### config.mk
export PLATFORM = sky130hd
export DESIGN_NAME = exe_lsu_multi_outstanding
export DESIGN_NICKNAME = d
export VERILOG_FILES = /design/src/rtl/exe_lsu_multi_outstanding.sv
export SDC_FILE = /design/constraint.sdc
export NUM_CORES = 1
export LEC_CHECK = 0
export ABC_AREA = 1
export BUFFER_PORTS_ARGS = -buffer_cell sky130_fd_sc_hd__buf_2
export CAP_MARGIN = 10
export CORE_ASPECT_RATIO = 0.5
export CORE_UTILIZATION = 57
export CTS_CLUSTER_DIAMETER = 60
export DETAILED_ROUTE_END_ITERATION = 8
export HOLD_SLACK_MARGIN = 0.06
export PLACE_DENSITY = 0.81
export SLEW_MARGIN = 40
export SYNTH_ARGS = -nofsm -noshare
export SYNTH_HDL_FRONTEND = slang
export SYNTH_SLANG_ARGS = --single-unit
export TNS_END_PERCENT = 50
### constraint.sdc
create_clock -name CLK -period 2.8 [get_ports CLK]
set_input_delay 0.7 -clock CLK [delete_from_list [all_inputs] [get_ports CLK]]
set_output_delay 0.7 -clock CLK [all_outputs]
set_load 0.01 [all_outputs]
### src/rtl/exe_lsu_multi_outstanding.sv
// EXE-stage load/store unit with DEPTH outstanding D-cache requests, OoO responses, NACK replay and flush.
// Optional alignment check at acceptance, enabled by `define LSU_MISALIGN_CHECK_EN.
module exe_lsu_multi_outstanding #(
  parameter int ADDR_W = 40,
  parameter int DATA_W = 64,
  parameter int DEPTH  = 4,
  parameter int IDX_W  = $clog2(DEPTH),
  parameter int TAG_W  = 8
) (
  input  logic              CLK,
  input  logic              RST,
  input  logic              WB_EXCEPTION,
  input  logic              CSR_ERET,
  input  logic              REQ_VALID,
  output logic              REQ_READY,
  input  logic              LOAD,
  input  logic              STORE,
  input  logic              AMO,
  input  logic [4:0]        AMO_FUNCT,
  input  logic [2:0]        FUNCT3,
  input  logic [11:0]       IMM,
  input  logic [DATA_W-1:0] SOURCE1,
  input  logic [DATA_W-1:0] SOURCE2,
  input  logic [4:0]        DST,
  input  logic [ADDR_W-1:0] IO_BASE_ADDR,
  input  logic [ADDR_W-1:0] IO_LIMIT_ADDR,
  output logic              DMEM_REQ_VALID,
  input  logic              DMEM_REQ_READY,
  output logic [4:0]        DMEM_REQ_CMD,
  output logic [ADDR_W-1:0] DMEM_REQ_ADDR,
  output logic [DATA_W-1:0] DMEM_REQ_DATA,
  output logic [3:0]        DMEM_REQ_TYPE,
  output logic [TAG_W-1:0]  DMEM_REQ_TAG,
  output logic              DMEM_REQ_KILL,
  input  logic              DMEM_RESP_VALID,
  input  logic [TAG_W-1:0]  DMEM_RESP_TAG,
  input  logic              DMEM_RESP_NACK,
  input  logic [DATA_W-1:0] DMEM_RESP_DATA,
  input  logic              DMEM_XCPT,
  output logic              MEM_READY,
  output logic [DATA_W-1:0] MEM_DATA,
  output logic [4:0]        WRITE_ADDR,
`ifdef LSU_MISALIGN_CHECK_EN
  output logic              MISALIGN_XCPT,
  output logic [ADDR_W-1:0] MISALIGN_ADDR,
`endif
  output logic              LSU_EMPTY
);

  localparam logic [4:0] M_XRD = 5'b00000, M_XWR = 5'b00001;

  typedef enum logic [1:0] {FREE, PENDING, ISSUED} ent_state_e;

  ent_state_e        st_q    [DEPTH];
  logic [4:0]        cmd_q   [DEPTH];
  logic [ADDR_W-1:0] addr_q  [DEPTH];
  logic [DATA_W-1:0] data_q  [DEPTH];
  logic [3:0]        type_q  [DEPTH];
  logic [4:0]        dst_q   [DEPTH];
  logic              io_q    [DEPTH];
  logic [DEPTH-1:0]  older_q [DEPTH];
  logic              epoch_q, last_fire_q;
  logic [IDX_W-1:0]  last_idx_q;

  logic              flush, full, iss_vld, older_pend, req_fire, dmem_fire, resp_hit, misalign;
  logic [IDX_W-1:0]  free_idx, iss_idx, resp_idx;
  logic [ADDR_W-1:0] agu_addr;
  logic [4:0]        amo_cmd, new_cmd;
  logic [TAG_W-1:0]  exp_tag;
  logic              unused_src1_hi;

  assign unused_src1_hi = ^SOURCE1[DATA_W-1:ADDR_W];

  assign flush    = WB_EXCEPTION | CSR_ERET;
  assign agu_addr = AMO ? SOURCE1[ADDR_W-1:0]
                        : SOURCE1[ADDR_W-1:0] + {{(ADDR_W-12){IMM[11]}}, IMM};

  always_comb begin
    case (AMO_FUNCT)
      5'b00010: amo_cmd = 5'b00110;
      5'b00011: amo_cmd = 5'b00111;
      5'b00001: amo_cmd = 5'b00100;
      5'b00000: amo_cmd = 5'b01000;
      5'b00100: amo_cmd = 5'b01001;
      5'b01000: amo_cmd = 5'b01010;
      5'b01100: amo_cmd = 5'b01011;
      5'b10000: amo_cmd = 5'b01100;
      5'b10100: amo_cmd = 5'b01101;
      5'b11000: amo_cmd = 5'b01110;
      5'b11100: amo_cmd = 5'b01111;
      default:  amo_cmd = M_XRD;
    endcase
    new_cmd = AMO ? amo_cmd : (STORE ? M_XWR : M_XRD);
  end

`ifdef LSU_MISALIGN_CHECK_EN
  always_comb begin
    case (FUNCT3[1:0])
      2'b01:   misalign = agu_addr[0];
      2'b10:   misalign = |agu_addr[1:0];
      2'b11:   misalign = |agu_addr[2:0];
      default: misalign = 1'b0;
    endcase
  end
`else
  assign misalign = 1'b0;
`endif

  // Lowest free slot for allocation; oldest pending slot (no older pending peer) for issue.
  always_comb begin
    full       = 1'b1;
    free_idx   = '0;
    iss_vld    = 1'b0;
    iss_idx    = '0;
    older_pend = 1'b0;
    LSU_EMPTY  = 1'b1;
    for (int unsigned k = 0; k < DEPTH; k++) begin
      if (st_q[DEPTH-1-k] == FREE) begin
        full     = 1'b0;
        free_idx = IDX_W'(DEPTH-1-k);
      end
      if (st_q[k] != FREE) LSU_EMPTY = 1'b0;
    end
    for (int unsigned i = 0; i < DEPTH; i++) begin
      older_pend = 1'b0;
      for (int unsigned j = 0; j < DEPTH; j++)
        if (j != i && st_q[j] == PENDING && older_q[j][i]) older_pend = 1'b1;
      if (st_q[i] == PENDING && !older_pend && !iss_vld) begin
        iss_vld = 1'b1;
        iss_idx = IDX_W'(i);
      end
    end
  end

  assign REQ_READY      = ~full & ~flush;
  assign req_fire       = REQ_VALID & REQ_READY & (LOAD | STORE | AMO) & ~misalign;
  assign DMEM_REQ_VALID = iss_vld & ~flush;
  assign dmem_fire      = DMEM_REQ_VALID & DMEM_REQ_READY;
  assign DMEM_REQ_CMD   = cmd_q[iss_idx];
  assign DMEM_REQ_ADDR  = addr_q[iss_idx];
  assign DMEM_REQ_DATA  = data_q[iss_idx];
  assign DMEM_REQ_TYPE  = type_q[iss_idx];
  assign DMEM_REQ_KILL  = DMEM_XCPT | (flush & last_fire_q);
  assign resp_idx       = DMEM_RESP_TAG[IDX_W-1:0];

  always_comb begin
    DMEM_REQ_TAG             = '0;
    DMEM_REQ_TAG[IDX_W:0]    = {epoch_q, iss_idx};
    exp_tag                  = '0;
    exp_tag[IDX_W:0]         = {epoch_q, resp_idx};
  end

  assign resp_hit   = DMEM_RESP_VALID & (DMEM_RESP_TAG == exp_tag) & (st_q[resp_idx] == ISSUED);
  assign MEM_READY  = resp_hit & ~DMEM_RESP_NACK & (cmd_q[resp_idx] != M_XWR);
  assign MEM_DATA   = DMEM_RESP_DATA;
  assign WRITE_ADDR = dst_q[resp_idx];

  always_ff @(posedge CLK or negedge RST) begin
    if (!RST) begin
      for (int unsigned i = 0; i < DEPTH; i++) begin
        st_q[i]    <= FREE;
        cmd_q[i]   <= '0;
        addr_q[i]  <= '0;
        data_q[i]  <= '0;
        type_q[i]  <= '0;
        dst_q[i]   <= '0;
        io_q[i]    <= 1'b0;
        older_q[i] <= '0;
      end
      epoch_q     <= 1'b0;
      last_fire_q <= 1'b0;
      last_idx_q  <= '0;
    end else begin
      last_fire_q <= dmem_fire;
      last_idx_q  <= iss_idx;
      if (flush) begin
        for (int unsigned i = 0; i < DEPTH; i++) st_q[i] <= FREE;
        epoch_q <= ~epoch_q;
      end else begin
        if (dmem_fire) st_q[iss_idx] <= io_q[iss_idx] ? FREE : ISSUED;
        if (resp_hit)  st_q[resp_idx] <= DMEM_RESP_NACK ? PENDING : FREE;
        if (DMEM_XCPT && last_fire_q && st_q[last_idx_q] == ISSUED) st_q[last_idx_q] <= FREE;
        if (req_fire) begin
          st_q[free_idx]   <= PENDING;
          cmd_q[free_idx]  <= new_cmd;
          addr_q[free_idx] <= agu_addr;
          data_q[free_idx] <= (STORE | AMO) ? SOURCE2 : '0;
          type_q[free_idx] <= {1'b0, FUNCT3};
          dst_q[free_idx]  <= DST;
          io_q[free_idx]   <= STORE & (agu_addr >= IO_BASE_ADDR) & (agu_addr <= IO_LIMIT_ADDR);
          for (int unsigned j = 0; j < DEPTH; j++) begin
            older_q[free_idx][j] <= 1'b0;
            if (IDX_W'(j) != free_idx) older_q[j][free_idx] <= 1'b1;
          end
        end
      end
    end
  end

`ifdef LSU_MISALIGN_CHECK_EN
  always_ff @(posedge CLK or negedge RST) begin
    if (!RST) begin
      MISALIGN_XCPT <= 1'b0;
      MISALIGN_ADDR <= '0;
    end else begin
      MISALIGN_XCPT <= REQ_VALID & REQ_READY & (LOAD | STORE | AMO) & misalign;
      MISALIGN_ADDR <= agu_addr;
    end
  end
`endif

endmodule
==> impl_metrics.ini <==
[timing]
fin_worst_skew_ns = 0.0272
period_share_pct = 125
finalHoldViolations = 0
rsz0062_at_grt = yes
fmax_ghz = 0.286
setup_viol_count_final = 125
final.setup.worst_slack_ns = -0.700
timing_max_transition_violations_final = 0
slew_headroom_pct = 58.8
setup-tns-final_ns = -71.05
worst_hold_slack_ns = 0.348
final.min_clock_period_ns = 3.50
actual_transition_at_the_worst_max_transition_pin_ns = 0.615

[worst_setup_path]
critical-path-top-delay-family = buffers and inverters
crit_buf_inv = 5
cpMaxStageDelayCell = dfrtp_2
slowest_cell_delay_on_critical_path_ns = 0.45
crit_required_ns = 2.10
critical_path.startpoint_type = register
timing.critical_path.arrival_ns = 2.80
worstPathMaxFanout = 5
worstSetupPathType = register to primary output
cp_capture_type = primary output
cp_cell_sequence = inv_2 > nand2_4 > o21ai_4 > nor2_4 > nor2_4 > buf_6 > buf_12 > nand2_8 > buf_12 > o22ai_1 > a21oi_4 > o21ai_2 > buf_2

[synth]
synth_seq_cells = 492
dominantRegCellSynth = dfrtp_1
synth_enable_flop_cells = 0
synth.largest_area_cell = dfrtp_1
synthDominantCellAreaShare_pct = 42.7
synth.lib_cells_used.distinct = 48
yosys-top-cells-area = dfrtp_1, nand2_1, inv_1
synth_area_mm2 = 0.0288
synth_seq_area_share_pct = 42.7
yosysWarningCount = 0
yosysMostFrequentCell = nand2_1
post_synth_most_frequent_cells = nand2_1, inv_1, dfrtp_1, o21ai_0, nand3_1
synth-async-reset-ratio_pct = 100
postSynthAreaPerCell_um2 = 7.23
postSynthCellCount = 3985

[run]
max_cap_violations = 0

[clock_tree]
clk_pin_slew_worst_paths_ns = 0.07
number_of_sinks_driven_by_the_clock_tree = 492
cts_tree = yes
clk_latency_ns = 0.59
clock_path_buffers = 3
cts-htree-levels = 2
cts-buffers-inserted = 45
cts.root.buffer_cell = clkbuf_16

[route]
antenna_left = 0
drt-total-wl_um = 114000
routed_via_density = 6.05
post-route-drc-count = 0
first_pass_iters = 7
num_vias = 32100
drt-initial-drc-count = 4669
detail_route.wl_per_cell_um = 21.6

[finish]
area.growth.synth_to_final_pct = 37.4
layout.core_utilization_pct = 80.5
n_fill_cell = 2987
final_design_area_no_fill_mm2 = 0.0396
fraction_of_final_layout_cells_with_drive_strength_greater_than_1_pct = 30.3
finalNetCount = 5044

[floorplanning]
placeableCoreArea_mm2 = 0.0492
die-width_um = 320
top_level_ports = 512
die_area_mm2 = 0.0515
initial_core_utilization_pct = 58.5
chipHeight_um = 161
number_of_core_rows = 57

[global_route]
grt_pass1_wl_um = 166000
antenna_violations_before_repair = 4
total_routing_resource_utilization_after_global_routing_pct = 40.8
global_route.overflow_total = 0
grt_pass1_vias = 31700
grt_max_degree = 98

[power_and_ir_drop]
static-leakage-power_nw = 20.7
pwr-share-seq_pct = 40.1
power.ir.vdd_worst_mv = 0.473
power_report.internal_total_mw = 14.3
power_per_cell_area_mw_per_mm2 = 529
power_frac_clock_pct = 33.7
power.share.combinational_pct = 26.2
netSwitchingFraction_pct = 31.7
netSwitchingPower_mw = 6.65

[min_path]
hp-class = primary input to register

[run_status]
status = complete, but fails checks
failed_checks = negative setup slack

[placed_design]
dp_slack_ns = -1.53
gp_congestion = 0.972
dp.final_hpwl_um = 68600
placement.io_buffers = 352
dpl-instance-area_mm2 = 0.0335
## power groups by stage
stage | clock network [mW] | logic [mW] | registers (mW)
floorplan | 0 | 2.47 | 8.29
global placement | 0 | 4.29 | 8.35
detailed placement | 0 | 4.41 | 8.39
CTS | 6.92 | 5.08 | 8.30
global route | 7.25 | 5.92 | 8.45
finish | 7.06 | 5.49 | 8.40
## per-stage QoR
stage / total power, mW / cells
floorplan: 10.8 / 3991
global placement: 12.6 / 5117
detailed placement: 12.8 / 5117
CTS: 20.3 / 5273
global route: 21.6 / 5294
finish: 20.9 / 5294
## layout make-up
| class | count | area (µm²) | area share (%) |
|---|---|---|---|
| multi-input combinational | 2627 | 15800 | 40.0 |
| timing repair buffer | 812 | 6600 | 16.7 |
| antenna | 4 | 10.0 | 0.0253 |
| tap | 649 | 812 | 2.05 |
| clock inverter | 21 | 345 | 0.872 |
| clock buffer | 60 | 1300 | 3.29 |
| sequential | 492 | 12300 | 31.1 |
| inverter | 629 | 2380 | 6.02 |
## worst paths after layout
path / from / end / slack [ns] / cells after the start
worst max register to register: st_q[4] / data_q[10] / -0.04 / 14
worst max-delay path: st_q[7] / DMEM_REQ_DATA[14] / -0.70 / 13
min in group asynchronous: RST / addr_q[8] / 0.59 / 2
worst min-delay path: FUNCT3[2] / type_q[2] / 0.35 / 3
max in group asynchronous: RST / addr_q[69] / 1.27 / 3
worst min register to register: data_q[157] / data_q[157] / 0.48 / 2
## registers in the layout, indices dropped and copies added (netlist names), named ones only
register     cells
data_q         256
type_q          12
addr_q         160
older_q          4
st_q             8
dst_q           20
io_q             4
last_idx_q       2
cmd_q           16
last_fire_q      1
epoch_q          1
## kinds of logic (layout without fill, tap and decap cells)
kind of cell / after synthesis / in the layout / synth area share, %
simple gates: 1749 / 1750 / 24.7
buf+inv: 873 / 1522 / 12.9
compound gates: 744 / 744 / 14.2
flops: 492 / 492 / 42.7
fa+ha+maj: 120 / 120 / 5.24
xor+xnor: 6 / 6 / 0.182
other cells: 1 / 11 / 0.0130
## cells in the final DEF (no fill, tap or decap), types with 15 or more instances in the layout
cell and n:
nand2_1 1125, inv_1 607, dfrtp_1 490, buf_4 356
buf_2 330, o21ai_0 327, nand3_1 181, nor2_1 148
a21oi_1 88, ha_1 74, nand2_2 71, o21ai_1 71
buf_12 59, a21oi_2 57, clkbuf_16 48, ha_4 45
nor2_2 36, o22ai_2 36, buf_6 36, nand4_1 33
o21ai_2 30, or2_2 28, o22ai_4 28, nand2_4 27
o2111ai_2 26, nand3_2 24, nor2_4 24, buf_16 17
inv_2 15
## metal layers
metal | vias up | global-route usage (%) | routed length [µm]
met4 | 0 | 23.0 | 8480
met1 | 15000 | 50.4 | 40700
met5 | - | 0 | 0
met3 | 756 | 7.86 | 12900
met2 | 2500 | 67.7 | 52400
li1 | 13800 | - | -
## repair_timing
action,4_1_cts,5_1_grt
resized for setup,547,226
hold buffers,1,0
pin swaps,125,23
gates cloned,17,3
endpoints found under the setup margin,119,123
setup buffers,61,17
endpoints found under the hold margin,27,0
## worst min-delay path, stage by stage
cell and delay, ns:
buf_2 0.09, nand2_1 0.05, o21ai_0 0.06
(Power assumes the default switching activity.)
